[src/rtl/ps2_pkg.sv]
// Shared constants for the PS/2 direction decoder: scan codes, one-hot
// direction encodings and the frame receiver state type.
package ps2_pkg;

  // Prefix bytes
  localparam logic [7:0] PS2_EXT   = 8'hE0;
  localparam logic [7:0] PS2_BREAK = 8'hF0;

  // Extended (E0-prefixed) arrow keys
  localparam logic [7:0] PS2_ARROW_UP    = 8'h75;
  localparam logic [7:0] PS2_ARROW_DOWN  = 8'h72;
  localparam logic [7:0] PS2_ARROW_LEFT  = 8'h6B;
  localparam logic [7:0] PS2_ARROW_RIGHT = 8'h74;

  // Plain WASD keys
  localparam logic [7:0] PS2_KEY_W = 8'h1D;
  localparam logic [7:0] PS2_KEY_S = 8'h1B;
  localparam logic [7:0] PS2_KEY_A = 8'h1C;
  localparam logic [7:0] PS2_KEY_D = 8'h23;

  // One-hot direction encodings as consumed by the game core
  localparam logic [3:0] DIR_UP    = 4'b0001;
  localparam logic [3:0] DIR_DOWN  = 4'b0010;
  localparam logic [3:0] DIR_LEFT  = 4'b0100;
  localparam logic [3:0] DIR_RIGHT = 4'b1000;
  localparam logic [3:0] DIR_NONE  = 4'b0000;

  // Device-to-host frame receiver states
  typedef enum logic [1:0] {
    ST_IDLE   = 2'd0,
    ST_DATA   = 2'd1,
    ST_PARITY = 2'd2,
    ST_STOP   = 2'd3
  } frame_state_e;

  // Map a completed key code to a direction; DIR_NONE when the code is not
  // a steering key in the current (extended or plain) code page.
  function automatic logic [3:0] key_to_dir(input logic ext, input logic [7:0] code);
    logic [3:0] dir;
    dir = DIR_NONE;
    if (ext) begin
      case (code)
        PS2_ARROW_UP:    dir = DIR_UP;
        PS2_ARROW_DOWN:  dir = DIR_DOWN;
        PS2_ARROW_LEFT:  dir = DIR_LEFT;
        PS2_ARROW_RIGHT: dir = DIR_RIGHT;
        default:         dir = DIR_NONE;
      endcase
    end else begin
      case (code)
        PS2_KEY_W: dir = DIR_UP;
        PS2_KEY_S: dir = DIR_DOWN;
        PS2_KEY_A: dir = DIR_LEFT;
        PS2_KEY_D: dir = DIR_RIGHT;
        default:   dir = DIR_NONE;
      endcase
    end
    return dir;
  endfunction

endpackage

[src/rtl/ps2_rx.sv]
// PS/2 device-to-host receiver: synchronizes the open-collector lines,
// glitch-filters the PS/2 clock, detects its falling edges and deserializes
// 11-bit frames (start, 8 data LSB first, odd parity, stop) with an
// inter-edge timeout.
module ps2_rx
  import ps2_pkg::*;
#(
  parameter int unsigned CLK_FREQ   = 106470000,
  parameter int unsigned TIMEOUT_US = 2000,
  parameter int unsigned FILTER_LEN = 8
) (
  input  logic       i_Clk,
  input  logic       i_Rst,
  input  logic       i_Ps2Clk,
  input  logic       i_Ps2Data,
  output logic [7:0] o_Byte,
  output logic       o_Valid,
  output logic       o_Error
);

  localparam int unsigned TO_TICKS = (CLK_FREQ / 1000000) * TIMEOUT_US;
  localparam int unsigned TO_W     = $clog2(TO_TICKS + 1);
  localparam int unsigned FLT_W    = $clog2(FILTER_LEN + 1);

  localparam logic [TO_W-1:0]  TO_LAST  = TO_W'(TO_TICKS);
  localparam logic [FLT_W-1:0] FLT_LAST = FLT_W'(FILTER_LEN - 1);

  // ---------------------------------------------------------------------
  // Two-flop synchronizers, index 0 = PS/2 clock, index 1 = PS/2 data.
  // Both lines idle high, so the chain resets high to avoid a false edge.
  // ---------------------------------------------------------------------
  logic [1:0] raw_in;
  logic [1:0] meta_q;
  logic [1:0] sync_q;

  assign raw_in = {i_Ps2Data, i_Ps2Clk};

  for (genvar gi = 0; gi < 2; gi++) begin : g_sync
    // Two-stage metastability filter for one asynchronous line
    always_ff @(posedge i_Clk or negedge i_Rst) begin
      if (!i_Rst) begin
        meta_q[gi] <= 1'b1;
        sync_q[gi] <= 1'b1;
      end else begin
        meta_q[gi] <= raw_in[gi];
        sync_q[gi] <= meta_q[gi];
      end
    end
  end

  logic ps2_clk_s;
  logic ps2_data_s;
  assign ps2_clk_s  = sync_q[0];
  assign ps2_data_s = sync_q[1];

  // ---------------------------------------------------------------------
  // Glitch filter: the filtered clock follows the synchronized clock only
  // after FILTER_LEN consecutive samples disagree with the current level.
  // ---------------------------------------------------------------------
  logic             flt_q, flt_d;
  logic [FLT_W-1:0] fcnt_q, fcnt_d;
  logic             flt_prev_q;
  logic             fall;

  // Count consecutive disagreeing samples; any agreeing sample restarts it
  always_comb begin
    flt_d  = flt_q;
    fcnt_d = '0;
    if (ps2_clk_s != flt_q) begin
      if (fcnt_q == FLT_LAST) begin
        flt_d = ps2_clk_s;
      end else begin
        fcnt_d = fcnt_q + FLT_W'(1);
      end
    end
  end

  // Filter level, run counter and one-cycle-delayed copy for edge detection
  always_ff @(posedge i_Clk or negedge i_Rst) begin
    if (!i_Rst) begin
      flt_q      <= 1'b1;
      fcnt_q     <= '0;
      flt_prev_q <= 1'b1;
    end else begin
      flt_q      <= flt_d;
      fcnt_q     <= fcnt_d;
      flt_prev_q <= flt_q;
    end
  end

  assign fall = flt_prev_q & ~flt_q;

  // ---------------------------------------------------------------------
  // Frame FSM with timeout. Results are registered so valid/error pulse on
  // the cycle after the stop-bit edge.
  // ---------------------------------------------------------------------
  frame_state_e    state_q, state_d;
  logic [2:0]      bit_q, bit_d;
  logic [7:0]      shift_q, shift_d;
  logic            par_q, par_d;
  logic [7:0]      byte_q, byte_d;
  logic            valid_q, valid_d;
  logic            err_q, err_d;
  logic [TO_W-1:0] to_q, to_d;

  // Next-state, shift register, timeout and result pulses
  always_comb begin
    state_d = state_q;
    bit_d   = bit_q;
    shift_d = shift_q;
    par_d   = par_q;
    byte_d  = byte_q;
    valid_d = 1'b0;
    err_d   = 1'b0;

    // The timeout only runs while a frame is in progress and restarts on
    // every edge.
    if (state_q == ST_IDLE || fall) begin
      to_d = '0;
    end else begin
      to_d = to_q + TO_W'(1);
    end

    case (state_q)
      ST_IDLE: begin
        if (fall && !ps2_data_s) begin
          state_d = ST_DATA;
          bit_d   = 3'd0;
        end
      end
      ST_DATA: begin
        if (fall) begin
          shift_d = {ps2_data_s, shift_q[7:1]};
          if (bit_q == 3'd7) begin
            state_d = ST_PARITY;
          end else begin
            bit_d = bit_q + 3'd1;
          end
        end
      end
      ST_PARITY: begin
        if (fall) begin
          par_d   = ps2_data_s;
          state_d = ST_STOP;
        end
      end
      ST_STOP: begin
        if (fall) begin
          state_d = ST_IDLE;
          if (ps2_data_s && (^{shift_q, par_q})) begin
            byte_d  = shift_q;
            valid_d = 1'b1;
          end else begin
            err_d = 1'b1;
          end
        end
      end
      default: state_d = ST_IDLE;
    endcase

    // Stalled frame: abandon it. An edge in the same cycle takes priority.
    if (state_q != ST_IDLE && !fall && to_q == TO_LAST) begin
      state_d = ST_IDLE;
      err_d   = 1'b1;
      to_d    = '0;
    end
  end

  // Frame FSM state and datapath registers
  always_ff @(posedge i_Clk or negedge i_Rst) begin
    if (!i_Rst) begin
      state_q <= ST_IDLE;
      bit_q   <= 3'd0;
      shift_q <= 8'h00;
      par_q   <= 1'b0;
      byte_q  <= 8'h00;
      valid_q <= 1'b0;
      err_q   <= 1'b0;
      to_q    <= '0;
    end else begin
      state_q <= state_d;
      bit_q   <= bit_d;
      shift_q <= shift_d;
      par_q   <= par_d;
      byte_q  <= byte_d;
      valid_q <= valid_d;
      err_q   <= err_d;
      to_q    <= to_d;
    end
  end

  assign o_Byte  = byte_q;
  assign o_Valid = valid_q;
  assign o_Error = err_q;

endmodule

[src/rtl/ps2_direction_decoder.sv]
// PS/2 keyboard to one-hot game direction. The receiver delivers bytes;
// this level tracks the E0/F0 prefixes and turns completed arrow or WASD
// key presses into a held direction. Key releases are ignored.
module ps2_direction_decoder
  import ps2_pkg::*;
#(
  parameter int unsigned CLK_FREQ    = 106470000,
  parameter int unsigned TIMEOUT_US  = 2000,
  parameter int unsigned FILTER_LEN  = 8,
  parameter logic [3:0]  DEFAULT_DIR = 4'b1000
) (
  input  logic       i_Clk,
  input  logic       i_Rst,
  input  logic       i_Ps2Clk,
  input  logic       i_Ps2Data,
  output logic [3:0] o_Direction,
  output logic       o_DirValid,
  output logic [7:0] o_ScanCode,
  output logic       o_ScanValid,
  output logic       o_FrameError
);

  logic [7:0] rx_byte;
  logic       rx_valid;
  logic       rx_error;

  ps2_rx #(
    .CLK_FREQ  (CLK_FREQ),
    .TIMEOUT_US(TIMEOUT_US),
    .FILTER_LEN(FILTER_LEN)
  ) u_rx (
    .i_Clk    (i_Clk),
    .i_Rst    (i_Rst),
    .i_Ps2Clk (i_Ps2Clk),
    .i_Ps2Data(i_Ps2Data),
    .o_Byte   (rx_byte),
    .o_Valid  (rx_valid),
    .o_Error  (rx_error)
  );

  logic [3:0] dir_q, dir_d;
  logic       dir_valid_q, dir_valid_d;
  logic       ext_q, ext_d;
  logic       brk_q, brk_d;
  logic [3:0] key_dir;

  assign key_dir = key_to_dir(ext_q, rx_byte);

  // Prefix tracking and direction update for each received byte
  always_comb begin
    dir_d       = dir_q;
    dir_valid_d = 1'b0;
    ext_d       = ext_q;
    brk_d       = brk_q;

    if (rx_error) begin
      // A corrupted byte may have been part of a prefixed sequence
      ext_d = 1'b0;
      brk_d = 1'b0;
    end else if (rx_valid) begin
      case (rx_byte)
        PS2_EXT:   ext_d = 1'b1;
        PS2_BREAK: brk_d = 1'b1;
        default: begin
          ext_d = 1'b0;
          brk_d = 1'b0;
          if (!brk_q && key_dir != DIR_NONE) begin
            dir_d       = key_dir;
            dir_valid_d = 1'b1;
          end
        end
      endcase
    end
  end

  // Decoder registers
  always_ff @(posedge i_Clk or negedge i_Rst) begin
    if (!i_Rst) begin
      dir_q       <= DEFAULT_DIR;
      dir_valid_q <= 1'b0;
      ext_q       <= 1'b0;
      brk_q       <= 1'b0;
    end else begin
      dir_q       <= dir_d;
      dir_valid_q <= dir_valid_d;
      ext_q       <= ext_d;
      brk_q       <= brk_d;
    end
  end

  assign o_Direction  = dir_q;
  assign o_DirValid   = dir_valid_q;
  assign o_ScanCode   = rx_byte;
  assign o_ScanValid  = rx_valid;
  assign o_FrameError = rx_error;

endmodule
[config.mk]
export PLATFORM = sky130hd
export DESIGN_NAME = ps2_direction_decoder
export DESIGN_NICKNAME = d
export VERILOG_FILES = /design/src/rtl/ps2_pkg.sv /design/src/rtl/ps2_rx.sv /design/src/rtl/ps2_direction_decoder.sv
export SDC_FILE = /design/constraint.sdc
export NUM_CORES = 1
export LEC_CHECK = 0
export BUFFER_PORTS_ARGS = -buffer_cell sky130_fd_sc_hd__buf_2
export CAP_MARGIN = 15
export CORE_UTILIZATION = 62
export DETAILED_ROUTE_END_ITERATION = 8
export HOLD_SLACK_MARGIN = 0.06
export PLACE_DENSITY = 0.81
export SKIP_LAST_GASP = 1
export SYNTH_ARGS = -nofsm -noshare
export SYNTH_HDL_FRONTEND = slang
export SYNTH_SLANG_ARGS = --single-unit
[constraint.sdc]
create_clock -name i_Clk -period 4.55 [get_ports i_Clk]
set_input_delay 0.455 -clock i_Clk [delete_from_list [all_inputs] [get_ports i_Clk]]
set_output_delay 0.455 -clock i_Clk [all_outputs]
set_load 0.05 [all_outputs]
==> metrics, run 1 <==
status complete, no violations; syn_area_per_cell 11.1 um^2; overall routed net length 5090 um; RSZ-0062 raised after global routing false; worst path cell trace or4b_1 > nor4_1 > and4_1 > o21ai_0 > o2bb2ai_1; most frequent cells in the layout 52 x dfrtp_1, 31 x nor2_1, 18 x mux2_2, 18 x buf_2; Die W 69.9 um; Worst EP required 4.77 ns; Die Area 0.00488 mm^2; EDFF count, synth 0; Initial Utilization 0.651; largest net degree at the start of global routing 60; Mapped Cells 258; simple-gate share of the synthesized area 0.186; DRC 0; #FFs+latches synth 59; Hold Vio Cnt, Final 0; largest family of logic cells by synthesized area simple AND/OR/NAND/NOR gates; Critical Path Start u_rx.to_q[7]$_DFF_PN0_; ant diodes 0; gr usage total 0.239; Ys Warns 0; vias in the first global route 1885; # Post-CTS Setup Buffers 0; Pwr Density 465 mW/mm^2; synth top area cells dfrtp_1 46%, mux2_2 7.1%, dfstp_2 6.4%; R2R Setup Slk 2.46 ns; CP max stage cell or4b_1; dpl hpwl 3380 um; post-synth net total 271; FF-to-FF Start u_rx.to_q[7]$_DFF_PN0_; DR pass1 iterations 4; Area Growth Syn to Fin 13.3%; Root Driver clkbuf_8; initial antenna violation count 0; Synth cell types 42; global-route wire length before repair 8980 um; Via density 5.80; H-tree Lvls 3; Clock Skew 0.00724 ns; DRT iter0 DRCs 124; post-synthesis compound-gate area fraction 0.0710; clk sinks 59; predominant post-synthesis flop cell dfrtp_1; Critical Path End Type register; crit path to u_rx.state_q[1]$_DFFE_PN0P_; Async S/R FF share, synth 1.00; Max stage delay on crit path 0.53 ns; Worst Setup Start Kind register; Worst-path clk slew 0.07 ns; fmax 479 MHz; global placement routability congestion 0.923; Worst Reg-to-Reg Cells 5; Netlist Area Pre-Place 0.00286 mm^2; # IOs 19; final setup TNS 0 ns; CTS buffer count 9; FP Rows 24; total grt overflow 0; clock latency on the worst-skew pair 0.34 ns; worst rel slew slack 0.525; Hold Buf Count CTS 0; routed len/inst 14.8 um; final slew viol count 0; Core Region 0.00438 mm^2; CP Max Fanout 6; height of the die 69.9 um; number of setup violations in the final report 0; Synth Area in Adders 0.0394; largest area contributor in the netlist dfrtp_1; Hold/Removal Path Class in2reg; Yosys top cell area share 0.456; post-synthesis mux area share 0.0780; Max-cap violations 0; CTS tree done; maximum buffer depth of the clock tree 2; Fill cells 292; fin crit share 0.458; CP arrival 2.31 ns; register area share after synthesis 0.520; Power, Total 1500 uW; Antenna Violating Nets Remaining 0; Tmin final 2.09 ns; vias 1989; Slew @ Worst Pin 0.712 ns; post-layout net count 299; Pleak 0.00153 uW; Post-CTS Resized 0; IR drop worst, VDD 0.399 mV; xor-xnor portion of the synthesized cell area 0.0841; layout cells sized above 1 0.234; R2R Path End u_rx.state_q[1]$_DFFE_PN0P_; Buffers on Ports 18; critical path class reg2reg; most common cell after layout, fill and taps aside dfrtp_1
==> how the worst min path moves through the flow <==
stage	endpoint	slack, ns	start	cells after the start
floorplan	brk_q$_DFFE_PN0P_	0.16	i_Rst	0
global placement	u_rx.ps2_clk_s$_DFF_PN1_	0.35	u_rx.meta_q[0]$_DFF_PN1_	0
detailed placement	u_rx.ps2_data_s$_DFF_PN1_	0.35	u_rx.meta_q[1]$_DFF_PN1_	0
CTS	u_rx.meta_q[1]$_DFF_PN1_	0.20	i_Ps2Data	1
global route	u_rx.meta_q[0]$_DFF_PN1_	0.19	i_Ps2Clk	1
finish	u_rx.meta_q[1]$_DFF_PN1_	0.21	i_Ps2Data	1
==> synthesized netlist by cell type (5+ instances only) <==
cell	count
a21oi_1	8
and3_1	7
dfrtp_1	52
dfstp_2	7
ha_1	9
inv_1	13
mux2_2	18
nand2_1	14
nand3_1	14
nor2_1	31
nor3_1	5
o21ai_0	9
xnor2_1	13
xor2_1	10
==> state kept, by name, summed over array words and instances (netlist names), 2 cells and up <==
| name | cells |
|---|---|
| o_Direction | 4 |
| u_rx.bit_q | 3 |
| u_rx.fcnt_q | 4 |
| u_rx.meta_q | 2 |
| u_rx.o_Byte | 8 |
| u_rx.shift_q | 8 |
| u_rx.state_q | 2 |
| u_rx.to_q | 18 |
==> where the power goes <==
| part | leakage (uW) | switching (uW) | internal (uW) | total [uW] |
|---|---|---|---|---|
| registers | 0.000790 | 59.4 | 586 | 645 |
| clock network | 0.000113 | 200 | 337 | 537 |
| logic | 0.000627 | 190 | 131 | 321 |
==> cell families (layout without fill, tap and decap cells) <==
kind of cell             count (synthesis)  count (layout)
multiplexers                            20              20
AO/OA/AOI/OAI                           31              31
AND/OR/NAND/NOR                         99              99
buffers and inverters                   15              48
flip-flops                              59              59
XOR/XNOR                                25              25
adder cells (fa/ha/maj)                  9               9
==> layer usage <==
metal | track usage | vias to the layer above | wire length, um
li1 | - | 970 | -
met5 | 0 | - | 0
met2 | 0.374 | 48 | 2420
met1 | 0.308 | 960 | 2350
met4 | 0.113 | 0 | 107
met3 | 0.0693 | 11 | 212
==> worst max-delay path: cells and delay by family (launching register included) <==
kind             cells  cell delay (ns)
AO/OA/AOI/OAI        2             0.31
flip-flops           1             0.44
AND/OR/NAND/NOR      3             1.22
==> metrics by stage <==
step / hold slack [ns] / worst slack (ns) / instances / util / cell area [um^2]
finish: 0.213 / 2.46 / 343 / 0.738 / 3230
global route: 0.187 / 2.36 / 343 / 0.738 / 3230
CTS: 0.198 / 2.49 / 343 / 0.738 / 3230
detailed placement: 0.348 / 2.55 / 327 / 0.686 / 3010
global placement: 0.346 / 2.58 / 327 / 0.686 / 3010
floorplan: 0.159 / 2.53 / 258 / - / 2860
==> area by class of cell <==
cell class                      count  area (um^2)  area share
Multi-Input combinational cell    184         1310       0.405
Sequential cell                    59         1490       0.459
Tap cell                           52         65.1      0.0201
Inverter                           13         48.8      0.0151
Clock buffer                       12          155      0.0480
Clock inverter                      4         72.6      0.0224
Timing Repair Buffer               19         97.6      0.0302
(Power assumes the default switching activity.)
==> run 2, diff against run 1 <==
--- a/config.mk
+++ b/config.mk
@@ -7,10 +7,10 @@
 export LEC_CHECK = 0
 export BUFFER_PORTS_ARGS = -buffer_cell sky130_fd_sc_hd__buf_2
 export CAP_MARGIN = 15
-export CORE_UTILIZATION = 62
+export CORE_UTILIZATION = 60
 export DETAILED_ROUTE_END_ITERATION = 8
 export HOLD_SLACK_MARGIN = 0.06
-export PLACE_DENSITY = 0.81
+export PLACE_DENSITY = 0.79
 export SKIP_LAST_GASP = 1
 export SYNTH_ARGS = -nofsm -noshare
 export SYNTH_HDL_FRONTEND = slang
==> constraint.sdc (replaced) <==
create_clock -name i_Clk -period 2.1 [get_ports i_Clk]
set_input_delay 0.21 -clock i_Clk [delete_from_list [all_inputs] [get_ports i_Clk]]
set_output_delay 0.21 -clock i_Clk [all_outputs]
set_load 0.05 [all_outputs]
==> run 2 against run 1 <==
The flow now finishes with violations (DRC); combinational power is 120% higher; sequential power is 120% higher; clock power is 74% higher; sequential cell count stayed put.
==> metrics, run 2 (synthesized netlist as in run 1, its figures left out) <==
critical path class reg2reg; final slew viol count 0; DR pass1 iterations 6; Max-cap violations 0; # IOs 19; final setup TNS 0 ns; vias 2037; Initial Utilization 0.638; met1 Track Usage GR 0.300; ant diodes 0; Power, Total 3050 uW; status complete, but fails checks; CTS tree done; grt met3 use 0.0726; Slew @ Worst Pin 0.540 ns; number of setup violations in the final report 0; Pwr Density 939 mW/mm^2; DRC 3; Root Driver clkbuf_8; Worst-path clk slew 0.06 ns; Clock Skew 0.00644 ns; Area Growth Syn to Fin 13.8%; most common cell after layout, fill and taps aside dfrtp_1; GRT met2 Usage 0.379; global-route wire length before repair 8940 um; Hold Vio Cnt, Final 0; layout cells sized above 1 0.236; Final Instance Area 0.00325 mm^2; FP Rows 24; worst rel slew slack 0.640; Via density 5.85; Worst Setup Start Kind register; busiest layer in global routing met2; Core Region 0.00447 mm^2; dpl cell area 0.00304 mm^2; Fill cells 317; Hold Buf Count CTS 3; Die Area 0.00504 mm^2; Buffers on Ports 18; Tmin final 1.96 ns; CP arrival 2.19 ns; most frequent cells in the layout 52 x dfrtp_1, 31 x nor2_1, 18 x mux2_2, 18 x buf_2; CP Max Fanout 9; dpl hpwl 3640 um; vias in the first global route 1967; overall routed net length 5110 um; Worst EP required 2.32 ns; CTS buffer count 9; maximum buffer depth of the clock tree 2; routed len/inst 14.7 um; gr usage total 0.237; Biggest register u_rx.to_q; initial antenna violation count 0; fin crit share 0.935; height of the die 71.0 um; post-layout net count 305; global placement routability congestion 0.866; total grt overflow 0; fmax 509 MHz; # Post-CTS Setup Buffers 0; WHS 0.356 ns; Hold/Removal Path Class reg2reg; violated checks DRC; RSZ-0062 raised after global routing false; DRT iter0 DRCs 88; Largest register FFs 18; H-tree Lvls 3; Pleak 0.00155 uW; Die W 71.0 um; IR drop worst, VDD 0.717 mV; Post-CTS Resized 0; largest net degree at the start of global routing 39; Antenna Violating Nets Remaining 0; clock latency on the worst-skew pair 0.34 ns; Critical Path End Type register; clk sinks 59
==> run 2: cell types whose count changed in the layout (fill, tap and decap cells not counted), sizes merged <==
| cell | before | now |
|---|---|---|
| buf | 19 | 22 |
| bufinv | 2 | 0 |
| clkbuf | 12 | 13 |
| clkinv | 1 | 2 |
| clkinvlp | 1 | 0 |
| dlygate4sd3 | 0 | 3 |
==> run 2: worst max-delay path, stage by stage (launching register included) <==
cell and delay, ns:
dfrtp_1 0.41, xnor2_1 0.19, xnor3_1 0.46, xnor2_2 0.25
nand4_4 0.22, mux2_2 0.32
==> run 2: layer usage <==
layer  wire, um  up-vias
li1           -      977
met5          0        -
met4        135        0
met3        216       16
met2       2380       47
met1       2380      997
==> run 2: cell type report <==
cell class | count | area (um^2) | area share
Clock buffer | 13 | 169 | 0.0520
Clock inverter | 2 | 10.0 | 0.00308
Sequential cell | 59 | 1490 | 0.457
Inverter | 13 | 48.8 | 0.0150
Multi-Input combinational cell | 184 | 1310 | 0.403
Tap cell | 52 | 65.1 | 0.0200
Timing Repair Buffer | 25 | 163 | 0.0500
==> run 2: power by group <==
group	total (uW)	switching (uW)	internal [uW]	leakage, uW
Clock	934	419	514	0.0000953
Sequential	1400	130	1270	0.000790
Combinational	720	418	302	0.000661
==> run 2: worst paths after layout <==
path | from | to | slack [ns] | cells past startpoint
worst min-delay path | u_rx.meta_q[1]$_DFF_PN1_ | u_rx.ps2_data_s$_DFF_PN1_ | 0.36 | 0
max in group asynchronous | i_Rst | u_rx.meta_q[0]$_DFF_PN1_ | 1.08 | 3
worst min register to register | u_rx.meta_q[1]$_DFF_PN1_ | u_rx.ps2_data_s$_DFF_PN1_ | 0.36 | 0
min in group asynchronous | i_Rst | o_Direction[0]$_DFFE_PN0P_ | 0.38 | 2
worst max register to register | u_rx.shift_q[1]$_DFFE_PN0P_ | u_rx.o_Byte[4]$_DFFE_PN0P_ | 0.14 | 5
worst max-delay path | u_rx.shift_q[1]$_DFFE_PN0P_ | u_rx.o_Byte[4]$_DFFE_PN0P_ | 0.14 | 5
==> run 2: metrics by stage <==
stage / utilization / worst slack (ns) / cells
2_1_floorplan: - / 0.0796 / 258
3_3_place_gp: 0.680 / 0.208 / 330
3_5_place_dp: 0.680 / 0.130 / 330
4_1_cts: 0.727 / 0.117 / 348
5_1_grt: 0.727 / 0.0102 / 348
6_report: 0.727 / 0.136 / 348
==> run 3, diff against run 2 <==
--- a/config.mk
+++ b/config.mk
@@ -7,10 +7,12 @@
 export LEC_CHECK = 0
 export BUFFER_PORTS_ARGS = -buffer_cell sky130_fd_sc_hd__buf_2
 export CAP_MARGIN = 15
-export CORE_UTILIZATION = 60
+export CELL_PAD_IN_SITES_DETAIL_PLACEMENT = 0
+export CELL_PAD_IN_SITES_GLOBAL_PLACEMENT = 1
+export CORE_UTILIZATION = 48
 export DETAILED_ROUTE_END_ITERATION = 8
 export HOLD_SLACK_MARGIN = 0.06
-export PLACE_DENSITY = 0.79
+export PLACE_DENSITY_LB_ADDON = 0.1
 export SKIP_LAST_GASP = 1
 export SYNTH_ARGS = -nofsm -noshare
 export SYNTH_HDL_FRONTEND = slang
==> run 3 against run 2 <==
The run now ends clean; fmax rose by 1.1%; via count fell by 4.0%; highest routed layer unchanged; clock power rose by 35%; routed wire length fell by 0.92%; register-to-register slack improved by 0.02 ns; final cell count rose by 6.0%.
==> metrics, run 3 (synthesized netlist as in run 1, its figures left out) <==
Critical Path End Type register; final setup TNS 0 ns; overall routed net length 5060 um; Die Area 0.00626 mm^2; clock latency on the worst-skew pair 0.33 ns; IR drop worst, VDD 0.606 mV; status complete, no violations; post-layout net count 305; # Post-CTS Setup Buffers 0; Hold/Removal Path Class reg2reg; DRC 0; global placement routability congestion 0.720; Core Region 0.00561 mm^2; CTS buffer count 9; most frequent cells in the layout 52 x dfrtp_1, 31 x nor2_1, 18 x mux2_2, 18 x buf_2; ant diodes 0; Area Growth Syn to Fin 17.5%; fin crit share 0.925; DR pass1 iterations 4; vias in the first global route 1918; crit path to u_rx.state_q[1]$_DFFE_PN0P_; Buffers on Ports 18; dpl hpwl 3410 um; number of setup violations in the final report 0; fmax 515 MHz; R2R Setup Slk 0.16 ns; total grt overflow 0; Clock Skew 0.00584 ns; routed len/inst 13.7 um; Pwr Density 1000 mW/mm^2; Tmin final 1.94 ns; R2R Path End u_rx.state_q[1]$_DFFE_PN0P_; Antenna Violating Nets Remaining 0; Pleak 0.00158 uW; clk sinks 59; Worst Setup Start Kind register; Root Driver clkbuf_8; worst rel slew slack 0.638; FP Rows 27; Critical Path Start u_rx.to_q[7]$_DFF_PN0_; WHS 0.355 ns; DRT iter0 DRCs 188; Worst-path clk slew 0.07 ns; largest net degree at the start of global routing 60; RSZ-0062 raised after global routing false; initial antenna violation count 0; Worst Reg-to-Reg Cells 5; height of the die 79.1 um; Worst EP required 2.32 ns; CP Max Fanout 6; Slew @ Worst Pin 0.537 ns; maximum buffer depth of the clock tree 2; Final Instance Area 0.00336 mm^2; dpl cell area 0.00307 mm^2; gr usage total 0.185; final core occ 0.598; Power, Total 3370 uW; Largest register FFs 18; global-route wire length before repair 8740 um; H-tree Lvls 3; CTS tree done; layout cells sized above 1 0.249; Biggest register u_rx.to_q; Initial Utilization 0.509; Hold Vio Cnt, Final 0; Worst Hold Path Cells 0; CP arrival 2.16 ns; final slew viol count 0; Max-cap violations 0; # IOs 19; Die W 79.1 um; most common cell after layout, fill and taps aside dfrtp_1; critical path class reg2reg; FF-to-FF Start u_rx.to_q[7]$_DFF_PN0_; vias 1956; Via density 5.30
[run 3: layer usage]
| layer | share of wire | track usage |
|---|---|---|
| met1 | 0.51 | 0.251 |
| met2 | 0.44 | 0.269 |
| met3 | 0.025 | 0.0483 |
| met4 | 0.023 | 0.0982 |
| met5 | 0 | 0 |
[run 3: layout make-up]
cell class | count | area (um^2)
clock buffer | 11 | 141
clock inverter | 5 | 100
fill | 496 | 2250
inverter | 13 | 48.8
multi-input combinational | 184 | 1330
sequential | 59 | 1490
tap | 72 | 90.1
timing repair buffer | 25 | 163
[run 3: report_power, final]
| part | switching (uW) | leakage (uW) | total (uW) | internal [uW] |
|---|---|---|---|---|
| Clock | 440 | 0.000123 | 1260 | 817 |
| Combinational | 413 | 0.000662 | 718 | 305 |
| Sequential | 127 | 0.000790 | 1400 | 1270 |
[run 3: timing repair]
action | CTS | global route
hold endpoints to repair | 54 | 0
hold buffers | 3 | 0
setup endpoints to repair | 0 | 20
gates resized for setup | 0 | 4
[run 3: worst min-delay path by stage]
stage                             startpoint                         end  slack, ns
floorplan                              i_Rst           brk_q$_DFFE_PN0P_      -0.09
global placement                       i_Rst  o_Direction[0]$_DFFE_PN0P_       0.24
detailed placement                     i_Rst  o_Direction[0]$_DFFE_PN0P_       0.24
CTS                 u_rx.meta_q[1]$_DFF_PN1_   u_rx.ps2_data_s$_DFF_PN1_       0.36
global route        u_rx.meta_q[0]$_DFF_PN1_    u_rx.ps2_clk_s$_DFF_PN1_       0.36
finish              u_rx.meta_q[1]$_DFF_PN1_   u_rx.ps2_data_s$_DFF_PN1_       0.36
[run 3: critical path: stages, from the launching register on]
cell,delay [ns]
dfrtp_1,0.44
or4b_1,0.58
nor4_2,0.26
and4_2,0.31
o21ai_0,0.10
o2bb2ai_1,0.14
[run 3: per-stage QoR]
| step | std cells | worst slack [ns] |
|---|---|---|
| finish | 369 | 0.157 |
| global route | 369 | 0.0215 |
| CTS | 369 | 0.103 |
| detailed placement | 350 | 0.154 |
| global placement | 350 | 0.165 |
| floorplan | 258 | 0.0796 |
